$ cat config.mk
export PLATFORM = sky130hd
export DESIGN_NAME = dispense_sequencer
export DESIGN_NICKNAME = d
export VERILOG_FILES = /design/src/rtl/dispense_sequencer.sv
export SDC_FILE = /design/constraint.sdc
export NUM_CORES = 1
export LEC_CHECK = 0
export CORE_MARGIN = 5
export CORE_UTILIZATION = 55
export CTS_CLUSTER_DIAMETER = 150
export CTS_CLUSTER_SIZE = 16
export DETAILED_ROUTE_END_ITERATION = 7
export PLACE_DENSITY = 0.83
export SLEW_MARGIN = 20
export SYNTH_ARGS = -nofsm -noshare
export SYNTH_HDL_FRONTEND = slang
export SYNTH_SLANG_ARGS = --single-unit
$ cat constraint.sdc
create_clock -name clk -period 5.77 [get_ports clk]
set_clock_uncertainty 0.2 [all_clocks]
set_input_delay 0.577 -clock clk [delete_from_list [all_inputs] [get_ports clk]]
set_output_delay 0.577 -clock clk [all_outputs]
set_load 0.05 [all_outputs]
$ cat src/rtl/dispense_sequencer.sv
// rtl/dispense_sequencer.sv - Pi-driven stepper/DC dispense sequencer with req/ack handshake
//
// Purpose: synchronises the Pi GPIO inputs, runs manual jog modes while idle,
// and on a fresh candy_req rising edge issues exactly N stepper pulses with the
// DC agitator running, then completes a four-phase req/ack handshake.
//
// Optional feature macro: DISP_TIMEOUT_EN (dispense watchdog, drives fault).
//
// Ports:
//   clk        oscillator clock
//   rstn       asynchronous active-low reset
//   jog_mode   manual motor mode from Pi (asynchronous)
//   amount     dispense amount select from Pi (asynchronous)
//   candy_req  dispense request from Pi (asynchronous)
//   step_o     stepper STEP pin
//   dir_o      stepper DIR pin
//   dc_in1     DC H-bridge IN1
//   dc_in2     DC H-bridge IN2
//   dc_pwm     DC H-bridge enable PWM
//   ack        handshake to Pi
//   busy       high while dispensing
//   fault      watchdog fault flag (constant 0 without DISP_TIMEOUT_EN)
module dispense_sequencer #(
  parameter int STEP_DIV_FAST = 10,
  parameter int STEP_DIV_SLOW = 32,
  parameter int PWM_PERIOD    = 155,
  parameter int DUTY_SLOW     = 39,
  parameter int DUTY_FAST     = 116,
  parameter int DUTY_DISP     = 78,
  parameter int STEPS_SMALL   = 200,
  parameter int STEPS_MED     = 400,
  parameter int STEPS_LARGE   = 800,
`ifdef DISP_TIMEOUT_EN
  parameter int TIMEOUT_CLKS  = 65535,
`endif
  parameter int CNT_W         = 16
) (
  input  logic       clk,
  input  logic       rstn,
  input  logic [2:0] jog_mode,
  input  logic [1:0] amount,
  input  logic       candy_req,
  output logic       step_o,
  output logic       dir_o,
  output logic       dc_in1,
  output logic       dc_in2,
  output logic       dc_pwm,
  output logic       ack,
  output logic       busy,
  output logic       fault
);

  typedef enum logic [1:0] {IDLE, DISPENSE, DONE, ACK_CLR} state_t;

  state_t state, state_n;

  logic [2:0] jog_s1, jog_s2;
  logic [1:0] amt_s1, amt_s2;
  logic       req_s1, req_s2, req_prev;
  logic       req_rise;

  logic [CNT_W-1:0] div_cnt;
  logic [CNT_W-1:0] step_cnt;
  logic [CNT_W-1:0] target;
  logic [CNT_W-1:0] amt_steps;
  logic [CNT_W-1:0] pwm_cnt;

  logic             step_en_n;
  logic [CNT_W-1:0] step_div_n;
  logic             dir_n, in1_n, in2_n;
  logic [CNT_W-1:0] duty_n;
  logic             disp_toggle;
  logic             entering;

  // The request chain resets high so a request already asserted at reset
  // release is not seen as a rising edge; a low-then-high is required.
  always_ff @(posedge clk or negedge rstn) begin
    if (!rstn) begin
      jog_s1   <= '0;
      jog_s2   <= '0;
      amt_s1   <= '0;
      amt_s2   <= '0;
      req_s1   <= 1'b1;
      req_s2   <= 1'b1;
      req_prev <= 1'b1;
    end else begin
      jog_s1   <= jog_mode;
      jog_s2   <= jog_s1;
      amt_s1   <= amount;
      amt_s2   <= amt_s1;
      req_s1   <= candy_req;
      req_s2   <= req_s1;
      req_prev <= req_s2;
    end
  end

  assign req_rise = req_s2 & ~req_prev;

  // Step generator toggle condition while dispensing (fixed fast divider);
  // kept independent of the next-state outputs to avoid a combinational loop.
  assign disp_toggle = (div_cnt >= CNT_W'(STEP_DIV_FAST - 1));
  assign entering    = (state == IDLE) && (state_n == DISPENSE);

  always_comb begin
    case (amt_s2)
      2'b00:   amt_steps = CNT_W'(STEPS_SMALL);
      2'b01:   amt_steps = CNT_W'(STEPS_MED);
      default: amt_steps = CNT_W'(STEPS_LARGE);
    endcase
  end

`ifdef DISP_TIMEOUT_EN
  logic [CNT_W-1:0] wd_cnt;
  logic             timeout_hit;

  assign timeout_hit = (state == DISPENSE) && (wd_cnt == CNT_W'(TIMEOUT_CLKS - 1));
`endif

  always_ff @(posedge clk or negedge rstn) begin
    if (!rstn) state <= IDLE;
    else       state <= state_n;
  end

  always_comb begin
    state_n = state;
    case (state)
      IDLE: begin
        if (req_rise) state_n = DISPENSE;
      end
      DISPENSE: begin
        // Finish on the falling edge of the final step pulse.
        if (disp_toggle && step_o && (step_cnt == target)) state_n = DONE;
`ifdef DISP_TIMEOUT_EN
        if (timeout_hit) state_n = DONE;
`endif
      end
      DONE: begin
        if (!req_s2) state_n = ACK_CLR;
      end
      default: state_n = IDLE;
    endcase
  end

  // Motor settings are decoded from the next state so every output pin is a
  // plain register that changes on the same edge as the state.
  always_comb begin
    step_en_n  = 1'b0;
    step_div_n = CNT_W'(STEP_DIV_FAST);
    dir_n      = 1'b0;
    in1_n      = 1'b0;
    in2_n      = 1'b1;
    duty_n     = '0;
    case (state_n)
      IDLE: begin
        case (jog_s2)
          3'b001: begin
            step_en_n  = 1'b1;
            step_div_n = CNT_W'(STEP_DIV_SLOW);
          end
          3'b010: begin
            step_en_n  = 1'b1;
            step_div_n = CNT_W'(STEP_DIV_SLOW);
            dir_n      = 1'b1;
          end
          3'b011: begin
            step_en_n  = 1'b1;
          end
          3'b100: begin
            duty_n = CNT_W'(DUTY_SLOW);
          end
          3'b101: begin
            in1_n  = 1'b1;
            in2_n  = 1'b0;
            duty_n = CNT_W'(DUTY_SLOW);
          end
          3'b110: begin
            duty_n = CNT_W'(DUTY_FAST);
          end
          default: ;
        endcase
      end
      DISPENSE: begin
        step_en_n = 1'b1;
        in1_n     = 1'b1;
        in2_n     = 1'b0;
        duty_n    = CNT_W'(DUTY_DISP);
      end
      default: ;
    endcase
  end

  always_ff @(posedge clk or negedge rstn) begin
    if (!rstn) begin
      div_cnt  <= '0;
      step_o   <= 1'b0;
      step_cnt <= '0;
      target   <= '0;
      pwm_cnt  <= '0;
      dc_pwm   <= 1'b0;
      dir_o    <= 1'b0;
      dc_in1   <= 1'b0;
      dc_in2   <= 1'b1;
      busy     <= 1'b0;
      ack      <= 1'b0;
    end else begin
      // Entry into a dispense restarts the generator so pulse timing does not
      // depend on whatever jog was running in IDLE.
      if (!step_en_n || entering) begin
        div_cnt <= '0;
        step_o  <= 1'b0;
      end else if (div_cnt >= step_div_n - CNT_W'(1)) begin
        div_cnt <= '0;
        step_o  <= ~step_o;
      end else begin
        div_cnt <= div_cnt + CNT_W'(1);
      end

      if (entering) begin
        step_cnt <= '0;
        target   <= amt_steps;
      end else if ((state == DISPENSE) && disp_toggle && !step_o && (step_cnt != '1)) begin
        step_cnt <= step_cnt + CNT_W'(1);
      end

      if (pwm_cnt >= CNT_W'(PWM_PERIOD - 1)) pwm_cnt <= '0;
      else                                  pwm_cnt <= pwm_cnt + CNT_W'(1);
      dc_pwm <= (pwm_cnt < duty_n);

      dir_o  <= dir_n;
      dc_in1 <= in1_n;
      dc_in2 <= in2_n;
      busy   <= (state_n == DISPENSE);
      ack    <= (state_n == DONE);
    end
  end

`ifdef DISP_TIMEOUT_EN
  always_ff @(posedge clk or negedge rstn) begin
    if (!rstn) begin
      wd_cnt <= '0;
      fault  <= 1'b0;
    end else begin
      if (entering)                                    wd_cnt <= '0;
      else if ((state == DISPENSE) && (wd_cnt != '1))  wd_cnt <= wd_cnt + CNT_W'(1);

      if (timeout_hit)   fault <= 1'b1;
      else if (req_rise) fault <= 1'b0;
    end
  end
`else
  assign fault = 1'b0;
`endif

endmodule

=== Word level (Yosys, flattened, before mapping) ===
Index checks and enable logic that the tools add are counted.
W data, S select, Z words.

* $add $sub $neg: 4
* Magnitude comparators: 4
* Equality and inequality tests: 13
* Multiplexer cells: 24
* Bitwise operators: 3
* Reductions and logical operators: 17

{| class="wikitable"
|+ Operator list
! cell !! number
|-
| $mux W16 || 5
|-
| $add A16 B1 Y16 const B || 3
|-
| $pmux W7 S2 || 2
|-
| $pmux W10 S2 || 1
|-
| $eq A16 B16 Y1 || 1
|-
| $ge A16 B16 Y1 || 1
|-
| $ge A16 B4 Y1 const B || 1
|-
| $ge A16 B8 Y1 const B || 1
|-
| $lt A16 B16 Y1 || 1
|-
| $ne A16 B16 Y1 const B || 1
|-
| $sub A16 B1 Y16 const B || 1
|-
| $mux W6 || 2
|-
| $eq A3 B3 Y1 const B || 3
|-
| $mux W1 || 7
|-
| $eq A2 B1 Y1 const B || 3
|-
| $eq A3 B2 Y1 const B || 2
|-
| $logic_and A1 B1 Y1 || 6
|-
| $logic_not A2 Y1 || 3
|-
| $mux W2 || 3
|-
| $pmux W1 S2 || 3
|-
| $pmux W2 S3 || 1
|-
| $eq A2 B2 Y1 const B || 2
|-
| $reduce_bool A2 Y1 || 2
|-
| $reduce_or A2 Y1 || 2
|-
| other kinds (6) || 8
|}

* Register bits after elaboration: 86
* Bits of input ports: 8
* Output and inout port bits: 8

=== Depth between registers and ports, before layout ===
* Depth in word-level cells: 11
* Mapped depth: 11
* Depth with buffers taken out: 11

=== Worst setup path after synthesis ===
No wires, ideal clock.

* Path type: register -> register
* Start: register step_o
* End: register dc_pwm
* Setup time: 77 ps
* Arrival time: 2,605 ps
* Data required time: 5,493 ps
* Path slack: 2,887 ps
* Cell stages (with the launch flop): 10
* Path buffers: 0
* Period minus slack after synthesis: 2,883 ps
* Cell sequence: dfrtp_1 nor4b_1 o2111ai_1 a2111oi_2 nand3_1 nand2b_1 ha_1 a211o_1 a31o_2 a21oi_1

* Word-level cells in the longest chain between the ends: 7
* Elaborated cells between the ends (all ways): 8
* Classes of those cells: order compare (1); eq/ne (1); mux (3); reduce/logical (3)

{| class="wikitable"
|+ Ends and longest elaborated chain
! what !! line !! RTL
|-
| from (decl) || 43 || <nowiki>output logic step_o,</nowiki>
|-
| from (signal assigned) || 213 || <nowiki>step_o <= ~step_o;</nowiki>
|-
| $logic_and A1 B1 Y1 * (2 in a row) || 132 || <nowiki>if (disp_toggle && step_o && (step_cnt == target)) state_n = DONE;</nowiki>
|-
| $mux W2 * || 132 ||
|-
| $pmux W2 S3 * || 126 || <nowiki>case (state)</nowiki>
|-
| $eq A2 B1 Y1 or $logic_not A2 Y1 (tied branches) || 153 || <nowiki>case (state_n)</nowiki>
|-
| $pmux W7 S2 * || 153 ||
|-
| $lt A16 B16 Y1 * || 227 || <nowiki>dc_pwm <= (pwm_cnt < duty_n);</nowiki>
|-
| to (signal assigned) || 227 ||
|-
| to (decl) || 47 || <nowiki>output logic dc_pwm,</nowiki>
|}

Mark *: on every way between the ends. The rest lies on a longest branch, timed or not.
A chain may end at the register's enable or synchronous reset.

=== Worst setup path in the final report ===
* Start: register div_cnt[1]
* End: register dc_pwm

* Word-level cells in the longest chain between the ends: 8
* Elaborated cells between the ends (all ways): 9
* Classes of those cells: order compare (2); eq/ne (1); mux (3); reduce/logical (3)

{| class="wikitable"
|+ Ends and longest elaborated chain
! what !! line !! RTL
|-
| from (decl) || 62 || <nowiki>logic [CNT_W-1:0] div_cnt;</nowiki>
|-
| from (signal assigned) || 215 || <nowiki>div_cnt <= div_cnt + CNT_W'(1);</nowiki>
|-
| $ge A16 B4 Y1 * || 101 || <nowiki>assign disp_toggle = (div_cnt >= CNT_W'(STEP_DIV_FAST - 1));</nowiki>
|-
| $logic_and A1 B1 Y1 * (2 in a row) || 132 ||
|-
| $mux W2 * || 132 ||
|-
| $pmux W2 S3 * || 126 ||
|-
| $eq A2 B1 Y1 or $logic_not A2 Y1 (tied branches) || 153 ||
|-
| $pmux W7 S2 * || 153 ||
|-
| $lt A16 B16 Y1 * || 227 ||
|}

Marks and branches as above.

==> run metrics <==
status finished clean; Max Buffers Root-to-Sink 2; hold depth 0; largest net degree at the start of global routing 76; TNS Setup 0 ns; Iter 0 DRT Violations 299; synthesized flop and latch total 75; maxcap violations 0; gpl congestion 0.888; WL/cell 14.7 um; antenna-violating nets left 0; sequential area share after synthesis 52.7%; CP Data Arrival Time 3.25 ns; Post-synth top flop dfrtp_1; Least-Margin Pin Slew 0.912 ns; DRC 0; Die W 90.6 um; number of cells after detailed placement 439; net count reported at finish 398; # IOs 16; R2R depth 11; CTS tree yes; fill cell count 494; total grt overflow 0; cts bufs inserted 9; WP data required 5.85 ns; Pwr per Cell Area 335 nW/um^2; Finished Layout Cells 455; cell count after synthesis 339; CP startpoint kind flip-flop; GRT Overall Usage 17.3%; FF-to-FF End dc_pwm; H-tree Lvls 3; Synth Area per Inst 10.5 sq um; first-pass GRT wire length 11600 um; CTS root buf clkbuf_8; RSZ-0062 raised after global routing no; clock transition at the registers of the reported paths 0.08 ns; vias per inst 5.74; EDFF count, synth 0; vias in the first global route 2464; clk_lat worst skew 0.35 ns; top routing layer in use met4; Initial Util 56.3%; Leak 1.77 nW; asr flop ratio synth 100%; total core area 6350 sq um; DR WL met2 2960 um; Antenna diodes 0; met3 wire len 313 um; DPL Wire Length 4620 um; Post-CTS Resized 0; beginning of the worst hold path jog_s1[0]; Max rail drop VDD 0.000177 V; Setup CP Type flip-flop to flip-flop; Hold Path End jog_s2[0]; layout cell share with drive strength beyond 1 10.1%; Final setup viols 0; hold buffers post-CTS 0; Critical R2R Launch div_cnt[1]; Netlist cell types 53; Rows 29; Pre-antenna DRT Iters 5; post-layout min period 3.18 ns; met1 wire length 3260 um; die area 8210 sq um; r2r setup slk 2.59 ns; Port Buf Inserts 14; clock sink count 75; Max Slew Vio Count 0; crit-path max FO 5; Via Count 2613; Die Y 90.6 um; Area Overhead vs Synth 13.5%; WL final 6680 um; commonest non-fill, non-tap cell in the layout dfrtp_1; Hold Path Class flip-flop to flip-flop; Slew headroom 39.2%; Mapped Area 3570 sq um; Crit. End Element flip-flop; final hold vios 0; synthesis warning total 0; initial antenna violation count 0; Max Fclk 315 MHz; commonest non-fill, non-tap cells in the layout 71 x dfrtp_1, 28 x nand2_1, 25 x nor2_1; period utilization 55.0%; setup repair bufs after CTS 0
-- cells in the mapped netlist, drive strengths merged (2+ instances only) --
master | count | area, sq um
nand3b | 3 | 22.5
clkbuf | 6 | 22.5
nor4b | 3 | 32.5
or4 | 6 | 45.0
nand4b | 2 | 17.5
xnor2 | 7 | 61.3
nor2b | 3 | 18.8
inv | 12 | 45.0
ha | 17 | 213
and3 | 6 | 38.8
a31oi | 3 | 18.8
nand2b | 6 | 37.5
a211oi | 2 | 27.5
a2111oi | 3 | 38.8
or2 | 3 | 18.8
nor2 | 25 | 93.8
o31ai | 7 | 52.6
nand2 | 28 | 105
o2111ai | 2 | 17.5
or3 | 3 | 18.8
a21oi | 19 | 95.1
dfstp | 4 | 105
nand4 | 7 | 43.8
and4 | 2 | 17.5
nor4 | 10 | 62.6
o21ai | 14 | 70.1
o21a | 2 | 15.0
conb | 2 | 7.51
o211ai | 2 | 25.0
a211o | 2 | 18.8
dfrtp | 71 | 1780
buf | 5 | 38.8
nand3 | 16 | 80.1
mux2i | 5 | 50.1
nor3 | 12 | 60.1
and2 | 3 | 18.8
xor2 | 7 | 61.3
-- state kept, by name, summed over array words and instances, names as in the netlist --
register	cells
req_s2	1
step_o	1
amt_s2	2
dc_in1	1
target	5
state	2
dir_o	1
amt_s1	2
busy	1
dc_pwm	1
jog_s2	3
dc_in2	1
step_cnt	16
ack	1
jog_s1	3
pwm_cnt	16
req_s1	1
div_cnt	16
req_prev	1
-- logic make-up (layout without fill, tap and decap cells) --
family / Yosys count / after routing / synth area share [%]
compound gates: 61 / 61 / 11.8
xor+xnor: 14 / 14 / 3.43
fa+ha+maj: 17 / 17 / 5.95
buf+inv: 23 / 45 / 2.98
flops: 75 / 75 / 52.7
mux: 6 / 6 / 1.72
other cells: 2 / 19 / 0.210
simple gates: 141 / 141 / 21.3
-- critical path, cell delays in order (launching register included) --
cell	delay, ns
dfrtp_1	0.43
inv_1	0.09
ha_1	0.19
or3b_4	0.39
a211oi_4	0.34
a2111oi_2	0.15
a211oi_1	0.42
inv_1	0.09
ha_1	0.20
a211o_1	0.26
a31o_2	0.21
a21oi_1	0.13
-- layout make-up --
| class | instances | area [sq um] | area share, % |
|---|---|---|---|
| timing repair buffer | 17 | 158 | 3.89 |
| tap | 77 | 96.3 | 2.38 |
| multi-input combinational | 258 | 1650 | 40.7 |
| clock buffer | 9 | 124 | 3.06 |
| clock inverter | 7 | 100 | 2.47 |
| inverter | 12 | 45.0 | 1.11 |
| sequential | 75 | 1880 | 46.4 |
-- stage by stage --
step	setup slack (ns)	area [sq um]	hold WS (ns)	util [%]	total power, mW
floorplan	2.89	3640	0.0814	-	0.839
detailed placement	2.59	3830	0.135	60.3	0.920
CTS	2.57	4050	0.153	63.8	1.37
global route	2.33	4050	0.166	63.8	1.43
finish	2.59	4050	0.152	63.8	1.36
global placement	2.68	3830	0.133	60.3	0.908
-- per-layer routing --
layer / track usage (%) / up-vias
met5: 0 / -
met4: 8.31 / 0
met3: 3.67 / 14
met2: 24.9 / 76
met1: 24.9 / 1251
li1: - / 1272
-- report_power, final --
group	internal (mW)	total (mW)	switching [mW]	leakage (nW)
Clock	0.247	0.446	0.199	0.114
Combinational	0.103	0.271	0.169	0.719
Sequential	0.583	0.640	0.0568	0.941
-- worst max-delay path by stage --
stage          startpoint         end  slack (ns)
5_1_grt            req_s2  div_cnt[2]        2.33
4_1_cts        div_cnt[1]      dc_pwm        2.57
3_5_place_dp   div_cnt[1]      dc_pwm        2.59
3_3_place_gp   div_cnt[1]      dc_pwm        2.68
6_report       div_cnt[1]      dc_pwm        2.59
2_1_floorplan      step_o      dc_pwm        2.89
(Power assumes the default switching activity.)
